[src/rtl/uart_tx_scheduler.sv]
`default_nettype none
// ============================================================================
//  Module   : uart_tx_scheduler
//  Purpose  : Memory-mapped UART transmit sequencer. Catches MEM-stage stores
//             to the UART TX register block, queues bytes in a small circular
//             FIFO and hands them one at a time to the UART TX core with a
//             start/done handshake. Owns the sticky TX-complete, overflow and
//             timeout flags that software polls and clears.
//  Revision : 1.0 - initial release
// ----------------------------------------------------------------------------
//  Ports
//    clk          in   single clock
//    reset        in   synchronous, active-high
//    address      in   MEM-stage byte address
//    write_data   in   store data (low DATA_WIDTH bits are the pushed byte)
//    swdetect     in   store strobe for the current cycle
//    read_data    out  status word, combinational from address
//    tx_data      out  byte presented to the UART core (registered)
//    tx_start     out  one-cycle launch pulse to the UART core
//    tx_busy      in   UART core is shifting
//    tx_done      in   one-cycle completion pulse from the UART core
//    tx_flag      out  sticky: an armed burst finished
//    overflow     out  sticky: a push was dropped on a full FIFO
//    timeout      out  sticky: tx_done not seen within TIMEOUT_CYCLES
//    fifo_empty   out  FIFO holds no bytes
//    fifo_full    out  FIFO holds FIFO_DEPTH bytes
//  Register map (effective only while swdetect = 1)
//    0x1001002C  push byte           (read: status word)
//    0x1001002D  clear sticky flags
//    0x1001002E  kick (arm the transmitter)
// ============================================================================
module uart_tx_scheduler #(
  parameter int DATA_WIDTH     = 8,
  parameter int FIFO_DEPTH     = 4,
  parameter int ADDR_WIDTH     = 32,
  parameter int TIMEOUT_CYCLES = 4096
) (
  input  logic                  clk,
  input  logic                  reset,
  input  logic [ADDR_WIDTH-1:0] address,
  input  logic [31:0]           write_data,
  input  logic                  swdetect,
  output logic [31:0]           read_data,
  output logic [DATA_WIDTH-1:0] tx_data,
  output logic                  tx_start,
  input  logic                  tx_busy,
  input  logic                  tx_done,
  output logic                  tx_flag,
  output logic                  overflow,
  output logic                  timeout,
  output logic                  fifo_empty,
  output logic                  fifo_full
);

  // --------------------------------------------------------------------------
  // Constants
  // --------------------------------------------------------------------------
  localparam int PTR_W = (FIFO_DEPTH > 1) ? $clog2(FIFO_DEPTH) : 1;
  localparam int CNT_W = PTR_W + 1;
  localparam int TMO_W = $clog2(TIMEOUT_CYCLES) + 1;

  localparam logic [ADDR_WIDTH-1:0] C_ADDR_PUSH  = ADDR_WIDTH'(32'h1001_002C);
  localparam logic [ADDR_WIDTH-1:0] C_ADDR_CLEAR = ADDR_WIDTH'(32'h1001_002D);
  localparam logic [ADDR_WIDTH-1:0] C_ADDR_KICK  = ADDR_WIDTH'(32'h1001_002E);

  localparam logic [CNT_W-1:0] C_COUNT_FULL = CNT_W'(FIFO_DEPTH);
  localparam logic [TMO_W-1:0] C_TMO_LAST   = TMO_W'(TIMEOUT_CYCLES - 1);

  localparam logic [1:0] S_IDLE      = 2'd0;
  localparam logic [1:0] S_LAUNCH    = 2'd1;
  localparam logic [1:0] S_WAIT_DONE = 2'd2;

  // --------------------------------------------------------------------------
  // State
  // --------------------------------------------------------------------------
  logic [1:0]            r_state;
  logic [DATA_WIDTH-1:0] r_mem [FIFO_DEPTH];
  logic [PTR_W-1:0]      r_wr_ptr;
  logic [PTR_W-1:0]      r_rd_ptr;
  logic [CNT_W-1:0]      r_count;
  logic                  r_armed;
  logic                  r_tx_flag;
  logic                  r_overflow;
  logic                  r_timeout;
  logic [DATA_WIDTH-1:0] r_tx_data;
  logic                  r_tx_start;
  logic [TMO_W-1:0]      r_tmo_cnt;

  // --------------------------------------------------------------------------
  // Combinational decode
  // --------------------------------------------------------------------------
  logic                  w_push_req;
  logic                  w_clear_req;
  logic                  w_kick_req;
  logic                  w_fifo_empty;
  logic                  w_fifo_full;
  logic                  w_pop;
  logic                  w_push_ok;
  logic                  w_push_drop;
  logic                  w_kick_ok;
  logic                  w_last_done;
  logic [TMO_W-1:0]      w_tmo_inc;
  logic                  w_tmo_hit;
  logic [1:0]            w_state_next;

  assign w_push_req  = swdetect && (address == C_ADDR_PUSH);
  assign w_clear_req = swdetect && (address == C_ADDR_CLEAR);
  assign w_kick_req  = swdetect && (address == C_ADDR_KICK);

  assign w_fifo_empty = (r_count == '0);
  assign w_fifo_full  = (r_count == C_COUNT_FULL);

  // Pop only happens on the IDLE->LAUNCH transition.
  assign w_pop = (r_state == S_IDLE) && r_armed && !w_fifo_empty && !tx_busy;

  // A pop in the same cycle frees a slot, so a push on a full FIFO survives.
  assign w_push_ok   = w_push_req && (!w_fifo_full || w_pop);
  assign w_push_drop = w_push_req && w_fifo_full && !w_pop;

  // Arming an empty FIFO is meaningless unless a byte lands the same cycle.
  assign w_kick_ok = w_kick_req && (!w_fifo_empty || w_push_req);

  // Burst ends when the last byte completes and nothing new was pushed.
  assign w_last_done = (r_state == S_WAIT_DONE) && tx_done
                       && w_fifo_empty && !w_push_req;

  // The counter is 0 in the first WAIT_DONE cycle; firing when the incremented
  // value reaches TIMEOUT_CYCLES-1 puts the flag exactly TIMEOUT_CYCLES cycles
  // after the LAUNCH cycle.
  assign w_tmo_inc = (r_tmo_cnt == C_TMO_LAST) ? r_tmo_cnt : r_tmo_cnt + 1'b1;
  assign w_tmo_hit = (r_state == S_WAIT_DONE) && !tx_done
                     && (w_tmo_inc == C_TMO_LAST);

  always_comb begin
    w_state_next = r_state;
    case (r_state)
      S_IDLE: begin
        if (w_pop) begin
          w_state_next = S_LAUNCH;
        end
      end
      S_LAUNCH: begin
        w_state_next = S_WAIT_DONE;
      end
      S_WAIT_DONE: begin
        if (tx_done || w_tmo_hit) begin
          w_state_next = S_IDLE;
        end
      end
      default: begin
        w_state_next = S_IDLE;
      end
    endcase
  end

  // --------------------------------------------------------------------------
  // FIFO storage (contents need no reset; validity is tracked by r_count)
  // --------------------------------------------------------------------------
  always_ff @(posedge clk) begin
    if (w_push_ok) begin
      r_mem[r_wr_ptr] <= write_data[DATA_WIDTH-1:0];
    end
  end

  // --------------------------------------------------------------------------
  // Control, pointers, flags
  // --------------------------------------------------------------------------
  always_ff @(posedge clk) begin
    if (reset) begin
      r_state    <= S_IDLE;
      r_wr_ptr   <= '0;
      r_rd_ptr   <= '0;
      r_count    <= '0;
      r_armed    <= 1'b0;
      r_tx_flag  <= 1'b0;
      r_overflow <= 1'b0;
      r_timeout  <= 1'b0;
      r_tx_data  <= '0;
      r_tx_start <= 1'b0;
      r_tmo_cnt  <= '0;
    end else begin
      r_state <= w_state_next;

      if (w_push_ok) begin
        r_wr_ptr <= r_wr_ptr + 1'b1;
      end

      if (w_pop) begin
        r_rd_ptr  <= r_rd_ptr + 1'b1;
        r_tx_data <= r_mem[r_rd_ptr];
      end

      if (w_push_ok && !w_pop) begin
        r_count <= r_count + 1'b1;
      end else if (w_pop && !w_push_ok) begin
        r_count <= r_count - 1'b1;
      end

      // Registered pulse lines up with the single LAUNCH cycle.
      r_tx_start <= w_pop;

      // Disarming events take precedence over a coincident kick.
      if (w_last_done || w_tmo_hit) begin
        r_armed <= 1'b0;
      end else if (w_kick_ok) begin
        r_armed <= 1'b1;
      end

      // Sticky flags: a set event beats a same-cycle clear.
      if (w_last_done) begin
        r_tx_flag <= 1'b1;
      end else if (w_clear_req) begin
        r_tx_flag <= 1'b0;
      end

      if (w_push_drop) begin
        r_overflow <= 1'b1;
      end else if (w_clear_req) begin
        r_overflow <= 1'b0;
      end

      if (w_tmo_hit) begin
        r_timeout <= 1'b1;
      end else if (w_clear_req) begin
        r_timeout <= 1'b0;
      end

      if (r_state == S_LAUNCH) begin
        r_tmo_cnt <= '0;
      end else if (r_state == S_WAIT_DONE) begin
        r_tmo_cnt <= w_tmo_inc;
      end
    end
  end

  // --------------------------------------------------------------------------
  // Status read-back
  // --------------------------------------------------------------------------
  always_comb begin
    read_data = '0;
    if (address == C_ADDR_PUSH) begin
      read_data[8 +: CNT_W] = r_count;
      read_data[4]          = r_timeout;
      read_data[3]          = r_armed;
      read_data[2]          = r_overflow;
      read_data[1]          = r_tx_flag;
      read_data[0]          = w_fifo_empty;
    end
  end

  // Upper store-data bits are not part of any register.
  generate
    if (DATA_WIDTH < 32) begin : g_unused_wdata
      logic w_unused_wdata;
      assign w_unused_wdata = ^write_data[31:DATA_WIDTH];
    end
  endgenerate

  // --------------------------------------------------------------------------
  // Outputs
  // --------------------------------------------------------------------------
  assign tx_data    = r_tx_data;
  assign tx_start   = r_tx_start;
  assign tx_flag    = r_tx_flag;
  assign overflow   = r_overflow;
  assign timeout    = r_timeout;
  assign fifo_empty = w_fifo_empty;
  assign fifo_full  = w_fifo_full;

endmodule
`default_nettype wire

[config.mk]
export PLATFORM = sky130hd
export DESIGN_NAME = uart_tx_scheduler
export DESIGN_NICKNAME = d
export VERILOG_FILES = /design/src/rtl/uart_tx_scheduler.sv
export SDC_FILE = /design/constraint.sdc
export NUM_CORES = 1
export LEC_CHECK = 0
export CORE_ASPECT_RATIO = 1.4
export CORE_MARGIN = 1.5
export CORE_UTILIZATION = 45
export DETAILED_ROUTE_END_ITERATION = 16
export PLACE_DENSITY = 0.8
export SLEW_MARGIN = 20
export SYNTH_ARGS = -nofsm -noshare
export SYNTH_HDL_FRONTEND = slang
export SYNTH_SLANG_ARGS = --single-unit
[constraint.sdc]
create_clock -name clk -period 3.9 [get_ports clk]
set_input_delay 0.78 -clock clk [delete_from_list [all_inputs] [get_ports clk]]
set_output_delay 0.78 -clock clk [all_outputs]
set_load 0.01 [all_outputs]
Word-level counts from Yosys, hierarchy flattened
Memory sizes are Yosys's and may differ from the RTL's. A register that Yosys moved wholly into a read port is not among the register bits.
Index checks and enable logic that the tools add are counted.
{"block": "word_totals", "word_cells": 77, "mem_count": 1, "ram_bits": 32, "input_bits": 69, "ff_bits": 27, "out_inout_bits": 46}
{"name": "r_mem", "words": 4, "word_bits": 8, "read_ports": 1, "rd_ports_with_merged_regs": 1, "wr": 1, "line_no": "77", "text": "logic [DATA_WIDTH-1:0] r_mem [FIFO_DEPTH];"}
{"block": "op_classes", "n_reduce_logical": 37, "eq_ne": 10, "mux": 14, "add_sub_neg": 5}
{"operator": "32-bit by 29-bit == test with 1-bit output, second input constant", "n": 3}
{"operator": "13-bit by 12-bit == test with 1-bit output, second input constant", "n": 2}
{"operator": "1-bit logical AND", "n": 17}
{"operator": "13-bit by 1-bit adder with 13-bit output, second input constant", "n": 1}
{"operator": "13-bit two-way mux", "n": 1}
{"operator": "3-bit two-way mux", "n": 3}
{"operator": "2-bit nonzero test", "n": 4}
{"operator": "1-bit zero test", "n": 7}
{"operator": "1-bit two-way mux", "n": 6}
{"operator": "2-bit case mux with 3 select lines", "n": 1}
{"operator": "5-bit two-way mux", "n": 1}
{"operator": "2-bit by 1-bit adder with 2-bit output, second input constant", "n": 2}
{"operator": "1-bit logical OR", "n": 4}
{"operator": "2-bit two-way mux", "n": 2}
{"operator": "2-bit OR reduction", "n": 2}
{"operator": "3-bit by 1-bit adder with 3-bit output, second input constant", "n": 1}
{"operator": "3-bit == test, second input constant", "n": 1}
{"operator": "3-bit zero test", "n": 1}
{"operator": "3-bit by 1-bit subtractor with 3-bit output, second input constant", "n": 1}
{"operator": "2-bit by 1-bit == test with 1-bit output, second input constant", "n": 1}
{"operator": "2-bit == test, second input constant", "n": 1}
{"operator": "2-bit zero test", "n": 1}
{"operator": "2-bit by 1-bit inequality test with 1-bit output, second input constant", "n": 1}
{"operator": "2-bit inequality test, second input constant", "n": 1}
{"operator": "2-bit AND reduction", "n": 1}

Logic depth before layout (Yosys ltp)
Gate-level depths: netlist (run 1).
{"block": "depth", "ltp_word": 10, "depth_mapped": 10, "ltp_nobuf": 10}

Worst setup path before layout (run 1)
No wires, ideal clock.
{"block": "synth_path", "kind": "input-to-reg", "from": "input port address[26]", "to": "register r_count[2]", "required_time_ns": 3.829, "n_path_buf": 0, "cell_stages": 10, "arrival_time_ns": 2.892, "slack_ns": 0.937, "setup_time_ns": 0.071, "path_cell_list": "nor4b_1 -> and4_1 -> nand4_1 -> nor3_2 -> ha_1 -> inv_1 -> fa_1 -> xor2_1 -> or3_1 -> a21oi_1"}
{"block": "synth_via", "elab_chain_len": 6, "elab_cells_between_ends": 8, "cone_classes": "1 x eq/ne; 1 x mux; 6 x reduce/logical"}
{"element": "start: declaration", "line_no": "40", "text": "input logic [ADDR_WIDTH-1:0] address,"}
{"element": "32-bit by 29-bit == test with 1-bit output *", "line_no": "106", "text": "assign w_push_req = swdetect && (address == C_ADDR_PUSH);"}
{"element": "1-bit logical AND *", "line_no": "106"}
{"element": "1-bit logical AND *", "line_no": "117", "text": "assign w_push_ok = w_push_req && (!w_fifo_full || w_pop);"}
{"element": "named net w_push_ok", "line_no": "98", "text": "logic w_push_ok;"}
{"element": "1-bit zero test", "line_no": "195", "text": "end else if (w_pop && !w_push_ok) begin"}
{"element": "1-bit logical AND", "line_no": "195"}
{"element": "2-bit nonzero test (no line)"}
{"element": "end signal: assignment", "line_no": "194", "text": "r_count <= r_count + 1'b1;"}
{"element": "end signal: assignment", "line_no": "196", "text": "r_count <= r_count - 1'b1;"}
{"element": "end: declaration", "line_no": "80", "text": "logic [CNT_W-1:0] r_count;"}
Mark *: on every way through the listed nets, which the timed path passes. The rest lies on a longest branch.
A chain may end at the register's enable or synchronous reset.

Worst setup path in the final report (run 1)
{"block": "layout_path", "from": "input port address[9]", "to": "output port read_data[3]"}
{"block": "layout_via", "elab_chain_len": 2}
{"element": "32-bit by 29-bit == test with 1-bit output", "line_no": "241", "text": "if (address == C_ADDR_PUSH) begin"}
{"element": "5-bit two-way mux", "line_no": "241"}
{"element": "end: declaration", "line_no": "43", "text": "output logic [31:0] read_data,"}
Every way passes these cells.

==> flow_summary.yaml, run 1 <==
synth:
  synth.top_cells.by_area: "edfxtp_1, dfxtp_1, buf_4, mux4_2, nand2_1"
  syn_inst: 303
  ys.warnings.count: 0
  synth_edf_count: 32
  syn_avg_cell_area_um2: 11.0
  async_flop_share_pct: 0
  synth.cell_area_mm2: 0.00333
  yosysSeqAreaShare_pct: 50.0
  synth-main-ff-cell: "dfxtp_1"
  yosysTopAreaCell: "edfxtp_1"
  ys_seq_elements: 67
  synth_top_cell_area_share_pct: 28.9
  ys_types: 53
finish:
  drive_above_1_share_pct: 10.2
  final_cells: 477
  finish.utilization_pct: 59.8
  final_common_cell: "clkdlybuf4s50_1"
  area_growth_pct: 27.2
  n_fill_cell: 593
  n_antenna_cell: 0
  fin_nets: 453
  final_cell_mix: "clkdlybuf4s50_1, dfxtp_1, edfxtp_1"
global_routing:
  grt_pass1_wl_mm: 11.3
  grt_pass1_vias: 2397
  grt_max_degree: 23
  antenna_found_initial: 0
  overflow: 0
  grt.total_usage_pct: 19.0
timing:
  setup_tns_ns: 0
  fin_crit_ns: 3.73
  skew_ns: 0.00894
  finalMaxSlewViolations: 0
  final-hold-violation-count: 0
  period_share_pct: 95.7
  max_freq_mhz: 268
  worst_slack_ns: 0.166
  tightest_slew_ns: 0.591
  maxSlewHeadroom_pct: 60.6
  setup_violations: 0
  grt_setup_unrepaired: "false"
floorplanning:
  die_h_um: 105
  num_rows: 36
  die_x_um: 75.7
  initial_core_util_pct: 47.0
  ios: 115
  core_area_mm2: 0.00707
  dieArea_mm2: 0.00792
power_and_ir_drop:
  p_clk_share_pct: 40.3
  seqPwrFrac_pct: 54.2
  p_leak_nw: 1.45
  p_sw_mw: 0.286
  switching_share_pct: 21.1
  intPower_mw: 1.07
  combPwrFrac_pct: 5.5
  irDropWorstVdd_mv: 0.203
  total_power_mw: 1.36
  p_per_area_mw_per_mm2: 321
clock_network:
  cts_hold_buf: 0
  insertion_delay_ns: 0.35
  cts_resized: 0
  clkTransAtPathRegs_ns: 0.07
  cts_tree: "built"
  cts_buffer_depth: 2
  cts_root_buffer: "clkbuf_8"
  cts_sinks: 67
  cts_htree_levels: 3
  cts_setup_buffers: 0
  tritoncts.num_buffers: 9
routing:
  via_per_inst: 5.19
  postRouteAntennaNets: 0
  firstDrtPassIters: 4
  post-route-drc-count: 0
  via_count: 2474
  top_layer_used: "met4"
  drt_iter0_drc: 163
  drt-total-wl_mm: 6.92
  dr_wl_met3_um: 286
  drt-met1-wl_mm: 2.70
  post_drt_wl_per_cell_um: 14.5
  wl_met2_mm: 3.71
critical_path:
  crit_type: "primary input to output port"
  regToRegStartpoint: "r_state[0]"
  path_buf_inv: 3
  crit_slowest_cell: "clkdlybuf4s50_1"
  max_stage_delay_ns: 0.54
  critical_path.most_common_cell: "clkdlybuf4s50_1"
  startpoint_type: "primary input"
  crit_family: "buffers and inverters"
  end_kind: "output port"
  r2r_slack_ns: 1.12
  cp.arrival_ns: 2.95
  worstPathMaxFanout: 3
  rr_endpoint: "r_count[2]"
  cp.required_ns: 3.12
  reg2regPathDepth: 9
  path_cells: "clkdlybuf4s50_1 -> nor4_1 -> nand4_1 -> nor4_2 -> buf_4 -> and2_1 -> clkdlybuf4s50_1"
min_path:
  min_path_cells: 2
  holdCritStartpoint: "tx_data[5]"
  min_to: "tx_data[5]"
  hp-class: "flop to flop"
place:
  io_buffers: 66
  gp_congestion: 0.804
  dpl.cell_count: 461
  pre_cts_ws_ns: 0.0891
  hpwl_mm: 5.04
status:
  status: "complete, no violations"
flow_run:
  drv_cap: 0
## registers in the layout, indices dropped and copies added (netlist names)
register and count:
timeout 1, tx_start 1, r_count 3, r_armed 1, tx_data 8, r_rd_ptr 2, r_tmo_cnt 13, r_state 2
r_mem 32, r_wr_ptr 2, tx_flag 1, overflow 1
## power by group through the flow
stage	clock network (mW)	registers [mW]	logic, mW
global route	0.594	0.735	0.0816
CTS	0.562	0.735	0.0729
global placement	0	0.751	0.0711
detailed placement	0	0.751	0.0726
finish	0.548	0.735	0.0745
floorplan	0	0.751	0.0369
## stage by stage
step,area [µm²],hold slack [ns]
floorplan,3410,0.475
global placement,4030,0.444
detailed placement,4030,0.445
CTS,4210,0.455
global route,4230,0.476
finish,4230,0.455
## synthesized netlist by cell type, drive strengths merged, types with 2 or more instances
library cell,number
dfxtp,35
edfxtp,32
buf,27
nand2,26
nor2,23
a21oi,17
and2,14
inv,11
nor4,10
nor3,9
xnor2,9
mux4,8
nand4,8
o21ai,7
clkbuf,6
ha,6
and4,5
nand3,5
xor2,4
a211oi,3
a41oi,3
o31ai,3
or3,3
a31oi,2
and3,2
mux2i,2
nor2b,2
nor4b,2
nor4bb,2
## kinds of logic (layout without fill, tap and decap cells)
kind of cell    after synthesis  count (layout)  synth area share, %
compound gates               45              45                 9.67
other cells                   1              24                0.113
simple gates                115             115                 19.8
mux                          11              11                 6.36
fa+ha+maj                     7               7                 2.86
buf+inv                      44             100                 7.79
flops                        67              67                 50.0
xor+xnor                     13              13                 3.42
## worst register-to-register path, cell delays in order (launching register included)
cell and delay [ns]:
dfxtp_1 0.36, or4b_1 0.58, and2_1 0.21, nor3_2 0.30
ha_1 0.24, inv_1 0.07, fa_1 0.37, xor2_1 0.16
or3_1 0.31, a21oi_1 0.13
## metal layers
metal / track usage (%) / up-vias
li1: - / 1215
met2: 31.1 / 66
met5: 0 / -
met4: 10.2 / 0
met1: 21.5 / 1175
met3: 5.88 / 18
## area by class of cell
class	count	area, µm²	share of cell area (%)
sequential	67	1660	39.3
multi-input combinational	215	1510	35.7
timing repair buffer	73	713	16.9
clock buffer	11	131	3.10
tap	95	119	2.81
clock inverter	5	55.1	1.30
inverter	11	41.3	0.976
## how the worst max path moves through the flow
stage	start	cells past startpoint	endpoint	slack, ns
6_report	address[9]	7	read_data[3]	0.17
5_1_grt	address[21]	7	read_data[2]	0.009
4_1_cts	address[25]	7	read_data[2]	0.08
3_5_place_dp	address[18]	7	read_data[2]	0.09
3_3_place_gp	address[18]	7	read_data[0]	0.06
2_1_floorplan	address[26]	10	r_count[2]	0.94
Power figures use the tool's default switching activity.
==> inputs of run 2 (changes only) <==
Settings changed: CORE_UTILIZATION 45 to 30, PLACE_DENSITY 0.8 to unset.
Clock period 3.9 ns to 3.8 ns, I/O delays scaled along.
==> run 2 against run 1 <==
Clock skew decreased by 0.0051 ns. First-iteration DRC count increased by 8.0%. Combinational power increased by 5.9%. Setup slack got worse by 0.038 ns. Non-clock buffer count increased by 1. Die area increased by 48%. Hold slack got worse by 0.0025 ns. Via count decreased by 0.73%. Flip-flop and latch count unchanged. Sequential power increased by 2.7%. Core utilization decreased by 19 points. Critical endpoint unchanged. Highest routed layer unchanged.
==> flow_summary.yaml, run 2 (synthesized netlist as in run 1, its figures left out) <==
power_and_ir_drop:
  p_leak_nw: 1.53
  irDropWorstVdd_mv: 0.216
  total_power_mw: 1.64
  p_per_area_mw_per_mm2: 370
finish:
  final_cell_mix: "clkdlybuf4s50_1, dfxtp_1, edfxtp_1"
  n_antenna_cell: 0
  n_fill_cell: 1045
  final_common_cell: "clkdlybuf4s50_1"
  finish.utilization_pct: 41.1
  drive_above_1_share_pct: 11.5
  area_growth_pct: 33.6
  fin_nets: 454
  largest_register_ffs: 32
  top_register: "r_mem"
flow_run:
  drv_cap: 0
critical_path:
  cp.arrival_ns: 2.91
  crit_path_start: "address[5]"
  r2r_slack_ns: 1.05
  end_kind: "output port"
  reg2regPathDepth: 9
  startpoint_type: "primary input"
  regToRegStartpoint: "r_state[0]"
  cp.required_ns: 3.04
  crit_type: "primary input to output port"
  rr_endpoint: "r_count[2]"
  worstPathMaxFanout: 6
timing:
  maxSlewHeadroom_pct: 57.0
  max_freq_mhz: 272
  skew_ns: 0.00384
  hold_slack_ns: 0.452
  final-hold-violation-count: 0
  fin_crit_ns: 3.67
  finalMaxSlewViolations: 0
  period_share_pct: 96.6
  setup_tns_ns: 0
  grt_setup_unrepaired: "false"
  setup_violations: 0
  worst_slack_ns: 0.128
  tightest_slew_ns: 0.644
routing:
  post-route-drc-count: 0
  firstDrtPassIters: 4
  post_drt_wl_per_cell_um: 13.2
  drt-total-wl_mm: 6.91
  drt_iter0_drc: 176
  via_count: 2456
  postRouteAntennaNets: 0
  via_per_inst: 4.69
clock_network:
  cts_htree_levels: 3
  clkTransAtPathRegs_ns: 0.05
  cts_root_buffer: "clkbuf_16"
  cts_hold_buf: 0
  cts_buffer_depth: 2
  tritoncts.num_buffers: 9
  insertion_delay_ns: 0.33
  cts_sinks: 67
  cts_tree: "built"
  cts_setup_buffers: 0
status:
  status: "complete, no violations"
floorplanning:
  dieArea_mm2: 0.0117
  die_h_um: 128
  die_x_um: 92.0
  initial_core_util_pct: 30.8
  ios: 115
  core_area_mm2: 0.0108
  num_rows: 45
global_routing:
  grt.total_usage_pct: 12.6
  overflow: 0
  grt_pass1_vias: 2407
  grt_pass1_wl_mm: 11.4
  antenna_found_initial: 0
  grt_max_degree: 23
min_path:
  holdCritStartpoint: "tx_data[3]"
  hp-class: "flop to flop"
  min_path_cells: 2
  min_to: "tx_data[3]"
place:
  hpwl_mm: 5.03
  io_buffers: 66
  gp_congestion: 0.764
  pre_cts_ws_ns: 0.00481
[run 2: what timing repair did]
item,CTS,global route
pin swaps,0,2
endpoints found under the hold margin,0,0
endpoints found under the setup margin,6,6
cloned,0,0
resized for setup,1,7
[run 2: area by class of cell]
cell class | count | area, µm² | share of cell area (%)
repair buffers | 74 | 721 | 16.2
clock buffers | 10 | 229 | 5.15
multi-input cells | 215 | 1550 | 34.9
clock inverters | 6 | 65.1 | 1.46
well taps | 141 | 176 | 3.97
flip-flops and latches | 67 | 1660 | 37.4
inverters | 11 | 41.3 | 0.929
[run 2: stage by stage]
step                      instances  area, µm²
after floorplan                 326       3410
after global placement          508       4090
after detailed placement        508       4090
after CTS                       524       4390
after global routing            524       4440
final                           524       4440
[run 2: worst max-delay path by stage]
stage / to / cells after the start
3_3_place_gp: read_data[3] / 7
4_1_cts: read_data[3] / 7
6_report: read_data[3] / 7
5_1_grt: read_data[3] / 7
3_5_place_dp: read_data[10] / 7
2_1_floorplan: r_count[2] / 10
[run 2: where the power goes]
| group | switching [mW] | total [mW] | internal [mW] | leakage [nW] |
|---|---|---|---|---|
| logic | 0.0343 | 0.0789 | 0.0446 | 0.814 |
| clock network | 0.300 | 0.808 | 0.508 | 0.143 |
| registers | 0.0000000000258 | 0.755 | 0.755 | 0.569 |
| total | 0.334 | 1.64 | 1.31 | 1.53 |
[run 2: critical path, cell delays in order]
cell and delay (ns):
clkdlybuf4s50_1 0.44, nor4bb_1 0.35, nand4_1 0.27, nor4_4 0.23, buf_4 0.18, and2_1 0.12
clkdlybuf4s50_1 0.54
[run 2: per-layer routing]
metal	wire, µm	track usage, %
met2	3430	20.8
met4	227	7.42
met1	2900	14.3
met3	353	3.57
met5	0	0
==> inputs of run 3 (changes only) <==
Settings changed: CAP_MARGIN set to 0.
==> results of run 3 <==
No change in the layout: final DEF, timing and power equal those of run 2.
